===== config.mk =====
export PLATFORM = sky130hd
export DESIGN_NAME = uart_tx_core
export DESIGN_NICKNAME = d
export VERILOG_FILES = /design/src/rtl/uart_tx_pkg.sv /design/src/rtl/uart_tx_parity_calc.sv /design/src/rtl/uart_tx_core.sv
export SDC_FILE = /design/constraint.sdc
export NUM_CORES = 1
export LEC_CHECK = 0
export BUFFER_PORTS_ARGS = -buffer_cell sky130_fd_sc_hd__buf_2
export CAP_MARGIN = 20
export CELL_PAD_IN_SITES_DETAIL_PLACEMENT = 2
export CELL_PAD_IN_SITES_GLOBAL_PLACEMENT = 2
export CORE_MARGIN = 2
export CORE_UTILIZATION = 39
export DETAILED_ROUTE_END_ITERATION = 16
export PLACE_DENSITY_LB_ADDON = 0.05
export SYNTH_ARGS = -nofsm -noshare
export SYNTH_HDL_FRONTEND = slang
export SYNTH_SLANG_ARGS = --single-unit

===== constraint.sdc =====
create_clock -name CLK -period 2.9 [get_ports CLK]
set_clock_uncertainty 0.15 [all_clocks]
set_input_delay 0.29 -clock CLK [delete_from_list [all_inputs] [get_ports CLK]]
set_output_delay 0.29 -clock CLK [all_outputs]
set_load 0.005 [all_outputs]

===== src/rtl/uart_tx_pkg.sv =====
// Shared definitions for the UART transmitter: the FSM state encoding and
// the parity-type constants used by the core and the parity calculator.
package uart_tx_pkg;

    typedef enum logic [2:0] {
        IDLE   = 3'd0,
        START  = 3'd1,
        DATA   = 3'd2,
        PARITY = 3'd3,
        STOP   = 3'd4
    } state_t;

    localparam logic EVEN = 1'b0;
    localparam logic ODD  = 1'b1;

endpackage


===== src/rtl/uart_tx_parity_calc.sv =====
// Parity bit generator. It operates on the payload latched at accept, so a
// change on the live input bus cannot disturb the parity of a frame in flight.
module uart_tx_parity_calc #(
    parameter int DATA_WIDTH = 8
) (
    input  logic [DATA_WIDTH-1:0] data,
    input  logic                  par_typ,
    output logic                  par_bit
);
    import uart_tx_pkg::*;

    // Even parity is the XOR reduction; odd parity is its inverse.
    always_comb begin
        par_bit = (par_typ == EVEN) ? (^data) : ~(^data);
    end

endmodule


===== src/rtl/uart_tx_core.sv =====
// UART transmitter core: one serial bit per CLK cycle. Frame layout is
// start (0), payload LSB first, optional parity, stop (1). A new frame may be
// accepted in STOP, giving back-to-back frames with no idle gap.
module uart_tx_core #(
    parameter int DATA_WIDTH = 8
) (
    input  logic                  CLK,
    input  logic                  RST,
    input  logic [DATA_WIDTH-1:0] P_DATA,
    input  logic                  DATA_VALID,
    input  logic                  PAR_EN,
    input  logic                  PAR_TYP,
    output logic                  TX_OUT,
    output logic                  Busy
);
    import uart_tx_pkg::*;

    // A 1-bit payload still needs a 1-bit counter.
    localparam int              CNT_W    = (DATA_WIDTH > 1) ? $clog2(DATA_WIDTH) : 1;
    localparam logic [CNT_W-1:0] LAST_BIT = CNT_W'(DATA_WIDTH - 1);

    state_t                  state;
    logic [CNT_W-1:0]        bit_cnt;
    logic [CNT_W-1:0]        bit_cnt_nxt;
    logic [DATA_WIDTH-1:0]   data_reg;
    logic                    par_en_reg;
    logic                    par_typ_reg;
    logic                    par_bit;
    logic                    accept;

    // Requests are only honoured when the line is idle or finishing a stop bit.
    assign accept      = DATA_VALID && ((state == IDLE) || (state == STOP));
    assign bit_cnt_nxt = bit_cnt + 1'b1;

    uart_tx_parity_calc #(
        .DATA_WIDTH (DATA_WIDTH)
    ) u_parity (
        .data    (data_reg),
        .par_typ (par_typ_reg),
        .par_bit (par_bit)
    );

    // Frame sequencer; TX_OUT and Busy are registered with the state so the
    // line never sees combinational glitches.
    always_ff @(posedge CLK or negedge RST) begin
        if (!RST) begin
            state       <= IDLE;
            TX_OUT      <= 1'b1;
            Busy        <= 1'b0;
            bit_cnt     <= '0;
            data_reg    <= '0;
            par_en_reg  <= 1'b0;
            par_typ_reg <= EVEN;
        end else begin
            case (state)
                IDLE, STOP: begin
                    if (accept) begin
                        state       <= START;
                        TX_OUT      <= 1'b0;
                        Busy        <= 1'b1;
                        data_reg    <= P_DATA;
                        par_en_reg  <= PAR_EN;
                        par_typ_reg <= PAR_TYP;
                        bit_cnt     <= '0;
                    end else begin
                        state  <= IDLE;
                        TX_OUT <= 1'b1;
                        Busy   <= 1'b0;
                    end
                end
                START: begin
                    state   <= DATA;
                    TX_OUT  <= data_reg[0];
                    bit_cnt <= '0;
                end
                DATA: begin
                    if (bit_cnt == LAST_BIT) begin
                        if (par_en_reg) begin
                            state  <= PARITY;
                            TX_OUT <= par_bit;
                        end else begin
                            state  <= STOP;
                            TX_OUT <= 1'b1;
                        end
                    end else begin
                        bit_cnt <= bit_cnt_nxt;
                        TX_OUT  <= data_reg[bit_cnt_nxt];
                    end
                end
                PARITY: begin
                    state  <= STOP;
                    TX_OUT <= 1'b1;
                end
                default: begin
                    state  <= IDLE;
                    TX_OUT <= 1'b1;
                    Busy   <= 1'b0;
                end
            endcase
        end
    end

endmodule


# After elaboration in Yosys (flattened, before gate mapping)

Cells that the tools add are included.

Add/subtract/negate cells: 1
Magnitude comparators: 1
Equality and inequality tests: 8
Multiplexer cells: 16
Bitwise logic cells: 1
Reductions and logical operators: 9

Operators with widths:

| operator                                            | number |
|---|---|
| 2-to-1 mux 3 bit                                    | 4 |
| one-hot mux 3 bit (4 select lines)                  | 1 |
| one-hot mux 3 bit (3 select lines)                  | 1 |
| parity 8 bit                                        | 1 |
| 2-to-1 mux 1 bit                                    | 7 |
| equality test 3 x 2 -> 1 bit, second input constant | 2 |
| equality test 3 bit, second input constant          | 2 |
| != test 2 bit, second input constant                | 3 |
| < comparator 3 x 4 -> 1 bit, second input constant  | 1 |
| adder 3 x 1 -> 3 bit, second input constant         | 1 |
| binary-select mux 1 bit (select 3 bit)              | 1 |
| equality test 3 x 1 -> 1 bit, second input constant | 1 |
| logical NOT 3 bit                                   | 1 |
| one-hot mux 1 bit (3 select lines)                  | 1 |
| AND reduction 3 bit                                 | 1 |
| nonzero test 3 bit                                  | 1 |
| OR reduction 3 bit                                  | 1 |
| one-hot mux 1 bit (2 select lines)                  | 1 |
| AND reduction 2 bit                                 | 1 |
| OR reduction 2 bit                                  | 1 |
| logical AND 1 bit                                   | 1 |
| logical OR 1 bit                                    | 1 |
| inverter 1 bit                                      | 1 |

Flip-flop bits (word level): 18
Output and inout port bits: 2
Word-level logic and storage cells: 43

# Longest topological paths before layout

Gate-level depths: netlist of run 1.

Word-level depth: 6
Depth in mapped cells: 7
Mapped depth without buffers: 6

# By module

A second synthesis of run 1 with hierarchy kept.

Cells, all modules: 73
Area, all modules: 950.9 µm²

Modules (own cells, without submodules):

| module              | instances | cells an instance | area an instance (µm²) | seq. area each (µm²) |
|---|---|---|---|---|
| uart_tx_core        | 1         | 66                | 868.3                  | 451.7 |
| uart_tx_parity_calc | 1         | 7                 | 82.6                   | 0.0 |

# Least setup slack after synthesis of run 1

No wires, ideal clock.

Path kind: register -> register
Start point: register bit_cnt[0]
End point: register TX_OUT
Arrival: 1.632 ns
Required time: 2.675 ns
Path slack: 1.043 ns
Cell stages (with the launch flop): 8
Buffers on the path: 1
Clock period less this slack: 1.857 ns
Path through: dfrtp_1 > ha_1 > buf_4 > mux2i_1 > mux4_2 > nand2b_1 > o21ai_1 > o22ai_2

Word-level cells in the longest chain between the ends: 5
Elaborated cells between the ends (all ways): 6
Classes of those cells: add/sub: 1; eq/ne: 1; mux: 4

RTL lines:

| element                                | RTL line           | source |
|---|---|---|
| from (decl)                            | uart_tx_core.sv:23 | `logic [CNT_W-1:0] bit_cnt;` |
| from (signal assigned)                 | uart_tx_core.sv:86 | `bit_cnt <= bit_cnt_nxt;` |
| adder 3 x 1 -> 3 bit                   | uart_tx_core.sv:33 | `assign bit_cnt_nxt = bit_cnt + 1'b1;` |
| binary-select mux 1 bit (select 3 bit) | uart_tx_core.sv:87 | `TX_OUT <= data_reg[bit_cnt_nxt];` |
| 2-to-1 mux 1 bit (implied by the code) | uart_tx_core.sv:87 |  |
| 2-to-1 mux 1 bit (*)                   | uart_tx_core.sv:77 | `if (bit_cnt == LAST_BIT) begin` |
| one-hot mux 1 bit (3 select lines) (*) | uart_tx_core.sv:55 | `case (state)` |
| to (signal assigned)                   | uart_tx_core.sv:73 | `TX_OUT <= data_reg[0];` |
| to (signal assigned)                   | uart_tx_core.sv:80 | `TX_OUT <= par_bit;` |
| to (signal assigned)                   | uart_tx_core.sv:87 |  |
| to (decl)                              | uart_tx_core.sv:13 | `output logic TX_OUT,` |

Every way passes the cells marked *; elsewhere a longest branch is shown, timed or not. The select of a mux whose other input is x is not followed.
A chain may end at the register's enable or synchronous reset.

# Worst setup path after layout of run 1

Ends and elaborated chain as after synthesis.

==> impl_metrics.toml, run 1 <==
[outcome]
status = "finished clean"

[timing]
tightest_slew_ns = 0.5132
totalNegativeSetupSlack_ns = 0
relSlewSlack = 0.6566
rsz0062_at_grt = "no"
setup_viol_count_final = 0
hold_violations = 0
slew_violations = 0
fmax_ghz = 0.5124
period_minus_slack_ns = 1.952
finalCritPeriodShare = 0.6730
fin_ws_ns = 0.9484

[synth]
syn-num-nets = 87
synth-edff-count = 0
yosysTopAreaCell = "dfrtp_1"
ys_warn_count = 0
ys_seq_area_frac = 0.4859
syn_area_sq_um = 929.6
synth_area_leaders = "dfrtp_1 46%, mux2_2 11%, mux2i_1 6.5%"
syn-instance-count = 72
synth.distinct_cells = 28
synth_top_area_share = 0.4576
ys_seq_elements = 18
synthFlopType = "dfrtp_1"
syn_area_per_cell_sq_um = 12.91
synthArstFlopShare = 1.000

[routing]
ant_nets = 0
via_count = 611
drt_iter0_markers = 4
viasPerCell = 5.222
drt-wirelength-per-cell_um = 16.12
post-route-drc-count = 0
wl_mm = 1.886
drtPass1Iterations = 4

[final_layout]
fin_util = 0.4723
drive_above_1_share = 0.3820
area_delta_synth_final_pct = 13.46
layout_common_cells = "17 x dfrtp_1, 14 x buf_2, 9 x mux2_2"
antennaDiodeCount = 0
largest_reg_flops = 8
layout_commonest_cell = "dfrtp_1"
num-nets-final = 105

[critical_path]
critPathLaunchType = "flop"
reg2reg_slack_ns = 0.95
slowest_stage = "mux4_2"
slowest_delay_ns = 0.45
worst_path_dominant_cell_family = "multiplexers"
cp-end-kind = "flop"
cp_max_fo = 5
cp_data_arrival_time_ns = 2.03
cp_cell_sequence = "ha_1 > mux2i_1 > mux4_2 > nand2b_1 > o21ai_1 > o22ai_2"
critPathBufInv = 0
required_ns = 2.98
critPathKind = "reg -> reg"

[power]
p_sw_w = 0.0004932
powerDensity_nw_per_um2 = 1275
power_frac_seq = 0.371
p_sw_frac = 0.3666
leakage_nw = 0.4869
ir_drop_v = 0.0005729
p_int_w = 0.0008521
clkPwrFrac = 0.100
combPwrFrac = 0.528

[floorplan]
die_h_um = 52.83
die-area_sq_um = 2790
core-area_sq_um = 2233
die_w_um = 52.83
start_util = 0.4162
row_count = 17
ios = 15

[worst_hold_path]
min_path_type = "in -> reg"

[placement]
dp_worst_setup_slack_ns = 0.9518
place_hpwl_mm = 1.479
place_congestion = 0.7056
port_buffers = 14

[clocking]
cts_setup_buffers = 0
path_clk_slew_ns = 0.11
cts_tree = "yes"
cts_buffer_depth = 2
insertion_delay_ns = 0.30
clkSinkCount = 18
cts-root-buf = "clkbuf_4"
cts_buffers = 3
cts-htree-levels = 1

[run]
cap_violations = 0

[grt]
overflow = 0
grt_max_degree = 19
grt_pass1_vias = 685
grt_util_all_layers = 0.1746
grt_pass1_wl_mm = 3.305
antenna_found_initial = 0
==> final cells by class <==
cell class / count / area, sq um
tap: 28 / 35.03
clock buffer: 4 / 26.28
multi-input combinational: 49 / 446.7
fill: 245 / 1179
sequential: 18 / 451.7
inverter: 2 / 7.507
timing repair buffer: 16 / 87.58
==> metal layers <==
layer,track usage,part of all wire,vias to the layer above
li1,-,-,284
met1,0.2086,0.45,313
met2,0.2875,0.49,10
met3,0.02571,0.033,4
met4,0.1154,0.027,0
met5,0,0,-
==> power groups by stage <==
stage | clock network [W] | logic, W | registers (W)
after floorplan | 0 | 0.000620 | 0.000460
after global placement | 0 | 0.000685 | 0.000504
after detailed placement | 0 | 0.000722 | 0.000509
after CTS | 0.000143 | 0.000725 | 0.000504
after global routing | 0.000150 | 0.000785 | 0.000523
final | 0.000135 | 0.000711 | 0.000500
==> final timing paths <==
check                           start         end  cells past startpoint
setup / recovery           bit_cnt[0]      TX_OUT                      6
hold / removal                 PAR_EN  par_en_reg                      3
setup reg to reg           bit_cnt[0]      TX_OUT                      6
hold reg to reg            bit_cnt[1]  bit_cnt[1]                      1
max in group asynchronous         RST      TX_OUT                      2
min in group asynchronous         RST    state[2]                      2
==> worst register-to-register path, delay by kind of cell (launching register included) <==
| kind | cells | cell delay [ns] |
|---|---|---|
| AO/OA/AOI/OAI | 2 | 0.18 |
| adder cells (fa/ha/maj) | 1 | 0.42 |
| AND/OR/NAND/NOR | 1 | 0.08 |
| flip-flops | 1 | 0.44 |
| multiplexers | 2 | 0.61 |
==> cell usage after synthesis, drive strengths merged (2+ instances only) <==
library cell   n
nand2b         3
inv            2
ha             2
o21ai          2
buf            3
nand2          2
a21oi          2
dfrtp         17
xnor2          5
mux2i          6
nor2           7
a22o           2
mux2          10
==> cell families (layout without fill, tap and decap cells) <==
kind of cell             count (synthesis)  count (layout)  share of synthesized area
AO/OA/AOI/OAI                            9               9                    0.07133
XOR/XNOR                                 7               7                    0.08075
adder cells (fa/ha/maj)                  2               2                    0.02691
buffers and inverters                    5              22                    0.03365
flip-flops                              18              18                     0.4859
multiplexers                            17              17                     0.2140
AND/OR/NAND/NOR                         14              14                    0.08750
==> what timing repair did <==
action                    4_1_cts  5_1_grt
gates resized for setup         0        0
hold buffers                    1        0
hold endpoints to repair       17        0
==> through the flow <==
stage	hold WS (ns)	total power, W	cell area (sq um)	std cells
after floorplan	-0.1556	0.001080	929.6	72
after global placement	0.09394	0.001189	1018	112
after detailed placement	0.09931	0.001232	1018	112
after CTS	0.03002	0.001372	1055	117
after global routing	0.06037	0.001459	1055	117
final	0.03810	0.001345	1055	117
No activity file was read; power rests on OpenSTA's default activity.
==> run 2: changes to the inputs <==
ABC_AREA = 1   (was not set)
CORE_UTILIZATION = 28   (was 39)
clock period = 1.75 ns   (was 2.9 ns; I/O delays follow)
==> run 2 against run 1 <==
Total power is 66% higher. Final cell count increased by 73%. Sequential share of layout area shrank 7.0 points.
==> impl_metrics.toml, run 2 <==
[final_layout]
layout_common_cells = "26 x nand2_1, 20 x inv_1, 16 x dfrtp_1"
final_area_sq_um = 1265
layout_commonest_cell = "nand2_1"
final.fill_count = 406
drive_above_1_share = 0.2372
antennaDiodeCount = 0
multi_input_area_sq_um = 446.7
largest_reg_flops = 8
num-nets-final = 172
layout.area.seq_sq_um = 452.9
area_delta_synth_final_pct = 29.12

[timing]
period_minus_slack_ns = 1.587
setup_viol_count_final = 0
rsz0062_at_grt = "no"
totalNegativeSetupSlack_ns = 0
hold_violations = 0
slew_violations = 0
tightest_slew_ns = 0.4402
holdWs_ns = 0.05633
finalCritPeriodShare = 0.9069
relSlewSlack = 0.7065
fmax_ghz = 0.6301

[routing]
drt_iter0_markers = 19
drtPass1Iterations = 2
ant_nets = 0
met1Wirelength_mm = 1.190
viasPerCell = 4.480
dr.max_layer_used = "met4"
wl_met3_um = 70
via_count = 905
drt-wirelength-per-cell_um = 12.54
met2_length_mm = 1.255
wl_mm = 2.534
post-route-drc-count = 0

[floorplan]
die_h_um = 63.15
start_util = 0.2936
die_w_um = 63.15
die-area_sq_um = 3988
ios = 15
core-area_sq_um = 3337
row_count = 21

[synth]
ys_seq_elements = 18
syn_area_per_cell_sq_um = 7.838
yosysTopAreaCell = "dfrtp_1"
synth.distinct_cells = 20
syn-num-nets = 140
synth_top_area_share = 0.4342
synth.most_common_cell = "nand2_1"
synthArstFlopShare = 1.000
synthFlopType = "dfrtp_1"
ys_seq_area_frac = 0.4610
syn_area_sq_um = 979.7
syn-instance-count = 125
synth-edff-count = 0
ys_warn_count = 0
synth_commonest_cells = "26 x nand2_1, 20 x inv_1, 17 x dfrtp_1"
synth_area_leaders = "dfrtp_1 43%, nand2_1 10%, inv_1 7.7%"

[power]
power_frac_seq = 0.349
p_int_w = 0.001215
leakage_nw = 0.6609
p_sw_w = 0.001019
powerDensity_nw_per_um2 = 1766
ir_drop_v = 0.0005263
clkPwrFrac = 0.098
p_sw_frac = 0.4560
combPwrFrac = 0.553

[grt]
antenna_found_initial = 0
grt_pass1_vias = 988
grt_util_all_layers = 0.1440
overflow = 0
grt_pass1_wl_mm = 4.464
grt_max_degree = 19

[placement]
port_buffers = 14
place_congestion = 0.7265
place_hpwl_mm = 2.023
place_area_sq_um = 1117

[clocking]
path_clk_slew_ns = 0.11
cts_tree = "yes"
cts_buffer_depth = 2
cts-root-buf = "clkbuf_4"
insertion_delay_ns = 0.29
clkSinkCount = 18
cts_buffers = 3
cts-htree-levels = 1

[outcome]
status = "finished clean"

[critical_path]
cp_cell_sequence = "ha_1 > inv_1 > a21oi_1 > o21ai_0 > nand3_1 > nand3_1 > nand2_1 > inv_1 > nand2_1"
cp_data_arrival_time_ns = 1.67
reg2reg_slack_ns = 0.16
required_ns = 1.84
critPathKind = "reg -> reg"
slowest_delay_ns = 0.44
cp_max_fo = 3
worst_path_dominant_cell_family = "flip-flops"
cp-end-kind = "flop"
slowest_stage = "dfrtp_2"
critPathBufInv = 2
critPathLaunchType = "flop"

[run]
cap_violations = 0

[worst_hold_path]
min_path_type = "in -> reg"
## run 2: cell types whose count changed in the layout (fill, tap and decap cells not counted), sizes merged, moves of 6 or more
| cell | change |
|---|---|
| a21oi | +6 |
| nor2 | +12 |
| inv | +19 |
| nand2 | +27 |
| mux2i | -6 |
| o21ai | +8 |
| mux2 | -6 |
| dlygate4sd3 | +10 |
| nand3 | +8 |
## run 2: tightest hold or removal path: stages
cell and delay, ns:
buf_2 0.10, or2_4 0.12, nand2_1 0.04, inv_1 0.04
## run 2: path summary, 6_finish.rpt
check	start	endpoint	cells after the start
worst max-delay path	bit_cnt[0]	TX_OUT	9
worst min-delay path	DATA_VALID	Busy	4
worst max register to register	bit_cnt[0]	TX_OUT	9
worst min register to register	bit_cnt[2]	bit_cnt[2]	2
max in group asynchronous	RST	TX_OUT	2
min in group asynchronous	RST	bit_cnt[0]	2
## run 2: power by group through the flow
| stage | Combinational [W] | Sequential [W] | Clock [W] |
|---|---|---|---|
| 6_report | 0.00124 | 0.000779 | 0.000220 |
| 5_1_grt | 0.00145 | 0.000812 | 0.000255 |
| 4_1_cts | 0.00123 | 0.000791 | 0.000233 |
| 3_5_place_dp | 0.00121 | 0.000800 | 0 |
| 3_3_place_gp | 0.00115 | 0.000787 | 0 |
| 2_1_floorplan | 0.000903 | 0.000744 | 0 |
## run 2: per-stage QoR
step                cells  setup WS, ns  power [W]  utilization
finish                202        0.1629   0.002234       0.3791
detailed placement    186        0.1255   0.002005       0.3348
floorplan             125        0.2560   0.001648            -
global placement      186        0.1425   0.001936       0.3348
global route          202       0.02015   0.002515       0.3791
CTS                   201       0.08424   0.002256       0.3757
## run 2: cell type report
cell class / instances / share of cell area
multi-input combinational: 85 / 0.3531
timing repair buffer: 28 / 0.1602
clock buffer: 4 / 0.02077
tap: 46 / 0.04550
inverter: 21 / 0.06231
sequential: 18 / 0.3581
## run 2: timing repair
action | in CTS | in global routing
buffers inserted | 0 | 1
setup endpoints to repair | 0 | 3
endpoints found under the hold margin | 28 | 0
hold buffers | 11 | 0
resized for setup | 0 | 2
## run 2: logic make-up (layout without fill, tap and decap cells)
logic type / count (synthesis) / count (layout) / synth area share
AOI/OAI and AO/OA: 20 / 20 / 0.1098
buffers and inverters: 22 / 53 / 0.08556
DFF: 18 / 18 / 0.4611
and+or+nand+nor: 58 / 58 / 0.2631
xor gates and xnor gates: 1 / 1 / 0.008942
muxes: 4 / 4 / 0.04597
adders and majority gates: 2 / 2 / 0.02554
## run 2: metal layers
layer / GRT usage / up-vias
met5: 0 / -
met4: 0.04167 / 0
met3: 0.02857 / 2
met2: 0.2513 / 10
met1: 0.1788 / 441
li1: - / 452
